==> src/rtl/key_event_decoder.sv <==
// key_event_decoder: turns debounced key press pulses into single, double and hold events.
// Define KEY_REPEAT_EN to make a held key re-issue Hold every REPEAT_CYC cycles.
module key_event_decoder #(
  parameter int unsigned HOLD_CYC   = 50_000_000,
  parameter int unsigned GAP_CYC    = 15_000_000,
  parameter int unsigned REPEAT_CYC = 10_000_000
) (
  input  logic Clock,
  input  logic Reset,
  input  logic Pulse,
  input  logic Level,
  output logic Single,
  output logic Double,
  output logic Hold,
  output logic Busy
);
  typedef enum logic [2:0] {IDLE, PRESS1, WAIT, PRESS2, HELD} state_t;
  state_t state, state_nxt;
  logic [31:0] timer, timer_nxt, timer_inc;
  logic single_nxt, double_nxt, hold_nxt;
  if ((HOLD_CYC < 2) || (GAP_CYC < 2) || (REPEAT_CYC < 1)) begin : g_bad_param
    $error("key_event_decoder: HOLD_CYC and GAP_CYC must be >= 2, REPEAT_CYC >= 1");
  end
  assign timer_inc = &timer ? timer : timer + 32'd1;
  assign Busy = state != IDLE;
  always_comb begin
    state_nxt  = state;
    timer_nxt  = timer;
    single_nxt = 1'b0;
    double_nxt = 1'b0;
    hold_nxt   = 1'b0;
    case (state)
      IDLE: if (Pulse) begin
        state_nxt = PRESS1;
        timer_nxt = '0;
      end
      PRESS1: if (!Level) begin
        state_nxt = WAIT;
        timer_nxt = '0;
      end else if (timer_inc == HOLD_CYC - 1) begin
        hold_nxt  = 1'b1;
        state_nxt = HELD;
        timer_nxt = '0;
      end else timer_nxt = timer_inc;
      // a press landing on the terminal gap cycle still wins over the timeout
      WAIT: if (Pulse) begin
        double_nxt = 1'b1;
        state_nxt  = PRESS2;
      end else if (timer_inc == GAP_CYC - 1) begin
        single_nxt = 1'b1;
        state_nxt  = IDLE;
        timer_nxt  = '0;
      end else timer_nxt = timer_inc;
      PRESS2: if (!Level) state_nxt = IDLE;
      HELD: if (!Level) begin
        state_nxt = IDLE;
        timer_nxt = '0;
      end
`ifdef KEY_REPEAT_EN
      else if (timer == REPEAT_CYC - 1) begin
        hold_nxt  = 1'b1;
        timer_nxt = '0;
      end else timer_nxt = timer_inc;
`endif
      default: state_nxt = IDLE;
    endcase
  end
  always_ff @(posedge Clock) begin
    if (Reset) begin
      state  <= IDLE;
      timer  <= '0;
      Single <= 1'b0;
      Double <= 1'b0;
      Hold   <= 1'b0;
    end else begin
      state  <= state_nxt;
      timer  <= timer_nxt;
      Single <= single_nxt;
      Double <= double_nxt;
      Hold   <= hold_nxt;
    end
  end
endmodule

==> config.mk <==
export PLATFORM = sky130hd
export DESIGN_NAME = key_event_decoder
export DESIGN_NICKNAME = d
export VERILOG_FILES = /design/src/rtl/key_event_decoder.sv
export SDC_FILE = /design/constraint.sdc
export NUM_CORES = 1
export LEC_CHECK = 0
export ABC_CLOCK_PERIOD_IN_PS = 3800
export CORE_ASPECT_RATIO = 0.7
export CORE_UTILIZATION = 58
export CTS_BUF_LIST = sky130_fd_sc_hd__clkbuf_8
export CTS_CLUSTER_DIAMETER = 60
export DETAILED_ROUTE_END_ITERATION = 10
export PLACE_DENSITY = 0.8
export SETUP_SLACK_MARGIN = 0.3
export SYNTH_ARGS = -nofsm -noshare
export SYNTH_HDL_FRONTEND = slang
export SYNTH_SLANG_ARGS = --single-unit
==> constraint.sdc <==
create_clock -name Clock -period 3.8 [get_ports Clock]
set_clock_uncertainty 0.15 [all_clocks]
set_input_delay 0.57 -clock Clock [delete_from_list [all_inputs] [get_ports Clock]]
set_output_delay 0.57 -clock Clock [all_outputs]
set_load 0.01 [all_outputs]
* Word level (Yosys, flattened, before mapping)
Cells that the tools add are included.
** Storage, ports and cells
- Bits in registers :: 38
- Input port bits :: 4
- Output and inout bits :: 4
- Word-level logic and storage cells :: 49
** Cells by class
- Add/sub/neg operators :: 1
- Equality and inequality tests :: 12
- Mux-type cells :: 18
- Bitwise gates (word level) :: 3
- Reductions and logical operators :: 10
** Operators by type and width (number)
- 32-bit two-way mux :: 7
- 32-bit one-hot mux with 4 select lines :: 1
- 32-bit by 1-bit adder with 32-bit output, second input constant :: 1
- 32-bit by 24-bit == test with 1-bit output, second input constant :: 1
- 32-bit by 26-bit == test with 1-bit output, second input constant :: 1
- 32-bit AND reduction :: 1
- 3-bit two-way mux :: 6
- 3-bit one-hot mux with 4 select lines :: 1
- 2-bit inequality test, second input constant :: 4
- 4-bit AND reduction :: 2
- 3-bit by 2-bit == test with 1-bit output, second input constant :: 2
- 3-bit inequality test, second input constant :: 2
- 3-bit OR reduction :: 2
- 4-bit nonzero test :: 1
- 2-bit OR reduction :: 2
- 3-bit by 1-bit == test with 1-bit output, second input constant :: 1
- 3-bit == test, second input constant :: 1
- 3-bit logical NOT :: 1
- 1-bit two-way mux :: 3
- 1-bit NOT :: 3
- 3-bit nonzero test :: 1

* Depth between registers and ports, before layout
- Depth in word-level cells :: 6
- Mapped depth :: 13
- Depth with buffers taken out :: 11

* Worst setup path after synthesis
Ideal clock, no wire load.
- Kind :: register to register
- Start :: register timer[0]
- End :: register timer[16]
- Library setup time :: 123 ps
- Data arrival time :: 3432 ps
- Data required time :: 3527 ps
- Path slack :: 95 ps
- Stages on the path, launching flop included :: 14
- Buffers on the path :: 2
- Clock period less this slack :: 3705 ps
- Cell sequence :: dfxtp_1 > ha_1 > nand3_2 > or3_1 > buf_6 > a311o_1 > xnor2_1 > or4b_1 > or4_1 > o21ai_1 > nand2_2 > buf_2 > a211oi_1 > a21oi_1
** On the way
- Cells in the longest elaborated chain, start to end :: 6
- Elaborated cells on any way between the ends :: 10
- Those cells by class :: add/sub: 1; eq/ne: 2; mux: 6; reduce/logical: 1
** RTL lines
- from (decl) :: line 19 : logic [31:0] timer, timer_nxt, timer_inc;
- from (signal assigned) :: line 77 : timer <= timer_nxt;
- 32-bit by 1-bit adder with 32-bit output / 32-bit AND reduction (equally long branches) :: line 24 : assign timer_inc = &timer ? timer : timer + 32'd1;
- 32-bit two-way mux * :: line 24
- 32-bit by 24-bit == test with 1-bit output / 32-bit by 26-bit == test with 1-bit output (equally long branches) :: line 49, 40
- 32-bit two-way mux, on equally long branches :: line 49, 40
- 32-bit two-way mux, on equally long branches :: line 46, 37
- 32-bit one-hot mux with 4 select lines * :: line 32 : case (state)
Every way passes the cells marked *; elsewhere a longest branch is shown, timed or not. The select of a mux whose other input is x is not followed.
A chain may end at the register's enable or synchronous reset.

* Worst setup path in the final report
- Start :: register timer[16]
- End :: register state[2]
** On the way
- Cells in the longest elaborated chain, start to end :: 5
- Elaborated cells on any way between the ends :: 8
- Those cells by class :: add/sub: 1; eq/ne: 4; mux: 1; reduce/logical: 2
** RTL lines
- 32-bit by 1-bit adder with 32-bit output / 32-bit AND reduction (equally long branches) :: line 24
- 32-bit two-way mux * :: line 24
- 32-bit by 26-bit == test with 1-bit output / 32-bit by 24-bit == test with 1-bit output (equally long branches) :: line 40, 49
- 3-bit inequality test (no line)
- 4-bit AND reduction (no line) *
- to (signal assigned) :: line 76 : state <= state_nxt;
- to (decl) :: line 18 : state_t state, state_nxt;
Every way passes the cells marked *; elsewhere a longest branch is shown, timed or not.

==> metrics.txt <==
EDFF count, synth=0; vias in the first global route=2795; worst path arrival time=4.01 ns; remaining global-route overflow=0; Max-Slew Margin vs Limit=between 50 and 60%; Die X=84.7 um; M1 wire length=4580 um; met3 WL post-DR=2270 um; DR top layer=met4; RSZ-0062 raised after global routing=true; Sequential Power Share=a little under half; Synth Register Bits=38; Main synth FF type=dfxtp_1; Comb power frac=18.0%; maxcap violations=0; Tmin final=between 3 and 4 ns; Synth Net Count=368; leak pwr=1.39 nW; Core ar.=4450 um2; All-Layer GR Usage=38.3%; Final GP Congestion=approximately 0.96; internal power=0.000615 W; cell family with the largest share of critical-path delay=simple AND/OR/NAND/NOR gates; Cell Area, Synth=2780 um2; Buf/Inv on CP=2; Hold Path Class=flip-flop to flip-flop; CP peak stage delay=approximately 0.57 ns; failing checks=DRC, setup timing; ys async rst share=0%; Critical Path Slowest Stage Cell=or4b_4; Max VDD drop=0.277 mV; top cells by area, synth=dfxtp_1 (27%), a21oi_1 (6.0%), nand3_1 (4.5%); dominant cell type by area after synthesis=dfxtp_1; Total Die Area=about 5000 um2; final worst setup slack=-0.114 ns; Yosys warnings=0; IO buf count=7; TritonRoute pass-1 iters=11; H-tree Lvls=2; CP Class=flip-flop to flip-flop; area grow syn2layout=41.7%; Clk Latency, worst-skew pair=0.32 ns; Post-Route Utilization=88.3%; initial antenna violation count=0; Crit path required time=3.89 ns; Max Freq=255 MHz; cts hold-fix bufs=0; Vert. Die Dim=59.9 um; Seq/Total Area, Yosys=27.4%; total number of vias=approximately 3800; FP Rows=20; diode count=0; number of hold violations in the final report=0; Syn Inst Count=363; initial drt markers=832; Starting Density=about 62%; Final ANT Viol Nets=0; first-pass GRT wire length=approximately 15000 um; Net Sw Power=0.000271 W; DP Wirelength=around 6000 um; Clock Power Share=35.1%; routed wl met2=roughly 5000 um; crit path max fanout=5; final setup fails=11; root buffer cell=clkbuf_8; Pins Over Slew Limit=0; layout cells sized above 1=39.7%; nets=about 430; Clock Path Buffers=2; total routed wirelength=between 10000 and 15000 um; crit path cell chain=nand4_1, buf_4, nor4_4, buf_4, a41o_4, o21ai_0, and2_0, or4b_4, or4b_4, or3b_1, a21oi_2; largest net degree at the start of global routing=19; Sw Share=30.6%; Avg Synthesized Cell Area=7.65 um2; fin crit share=103%; post-DR wirelength/cell=27.3 um; synth unique cells=72; Design Power=just under 0.0009 W; I/O pin count=8; Clock transition at path regs=~0.09 ns; via/cell ratio=between 7 and 8; Startpoint Class=flip-flop; CTS Buf Count=5; PwrDens=approximately 230 nW/um2; measured slew at the worst slew-check pin=roughly 0.62 ns; hold_ws=between 0.3 and 0.4 ns; CTS Sinks=38; CTS tree=yes; DR DRC count=39; status=finished with violations; crit end category=flip-flop; share of the synthesized area in the top cell type=a little over a quarter
## worst paths after layout
path              startpoint  endpoint  slack (ns)  cells after the start
hold reg to reg     timer[4]  timer[4]        0.34                      1
hold / removal      timer[4]  timer[4]        0.34                      1
setup reg to reg   timer[16]  state[2]       -0.11                     11
setup / recovery   timer[16]  state[2]       -0.11                     11
## cell usage after synthesis (4+ instances only)
library cell / number
nor4_1: 9
nand2_1: 32
xor2_1: 4
a21oi_1: 33
or3_1: 4
nand2b_1: 8
nor3_1: 13
xnor2_1: 9
inv_1: 5
nand4_1: 10
buf_2: 4
nand3_1: 25
o211ai_1: 4
and3_1: 11
a31oi_1: 13
nor2_1: 30
o21ai_0: 17
dfxtp_1: 38
clkbuf_1: 11
a22oi_1: 4
a41oi_1: 4
## cell type report
class                      instances  area, um2
timing repair buffer              72        677
clock inverter                     2       8.76
sequential                        38        801
inverter                           5       18.8
tap                               55       68.8
fill                             184        522
multi-input combinational        298       2280
clock buffer                       6       82.6
## per-stage QoR
stage	cell area (um2)	std cells	TNS (ns)	setup slack [ns]
floorplan	2820	363	0	0.331
global placement	3100	439	0	0.0690
detailed placement	3100	439	0	0.0446
CTS	3450	461	0	0.219
global route	3930	476	-6.92	-0.294
finish	3930	476	-0.285	-0.114
## registers in the layout, indices dropped and copies added, names as in the netlist
| name | count |
|---|---|
| Hold | 1 |
| state | 3 |
| timer | 32 |
| Single | 1 |
| Double | 1 |
## layout by cell type (no fill, tap or decap), types with 10 or more instances in the layout
cell | Yosys | final
buf_4 | 3 | 56
nand2_1 | 32 | 29
nor2_1 | 30 | 29
nand3_1 | 25 | 24
dfxtp_1 | 38 | 22
a21oi_1 | 33 | 18
a31oi_1 | 13 | 13
o21ai_0 | 17 | 13
a21oi_2 | 1 | 13
and3_1 | 11 | 11
nand4_1 | 10 | 10
## kinds of logic after synthesis
| kind of cell | count (synthesis) | synth area share (%) |
|---|---|---|
| AOI/OAI and AO/OA | 103 | 23.6 |
| buffers and inverters | 28 | 5.23 |
| muxes | 5 | 1.89 |
| adders and majority gates | 1 | 0.451 |
| and+or+nand+nor | 175 | 37.3 |
| DFF | 38 | 27.4 |
| xor gates and xnor gates | 13 | 4.10 |
## power groups by stage
stage                     Combinational (W)  Clock [W]  Sequential [W]
after floorplan                   0.0000609          0        0.000425
after global placement            0.0000855          0        0.000427
after detailed placement          0.0000881          0        0.000428
after CTS                          0.000112   0.000300        0.000417
after global routing               0.000165   0.000324        0.000416
final                              0.000159   0.000311        0.000416
## routing by layer
metal  vias to the layer above  GRT usage [%]
met1                      1679           51.6
met4                         0           12.8
li1                       1493              -
met2                       433           55.1
met5                         -              0
met3                       162           16.0
## what timing repair did
item | CTS | global route
pin swaps | 14 | 39
cloned | 2 | 2
endpoints found under the setup margin | 33 | 35
resized for setup | 29 | 75
buffers inserted | 12 | 13
hold endpoints to repair | 0 | 0
(Power assumes the default switching activity.)
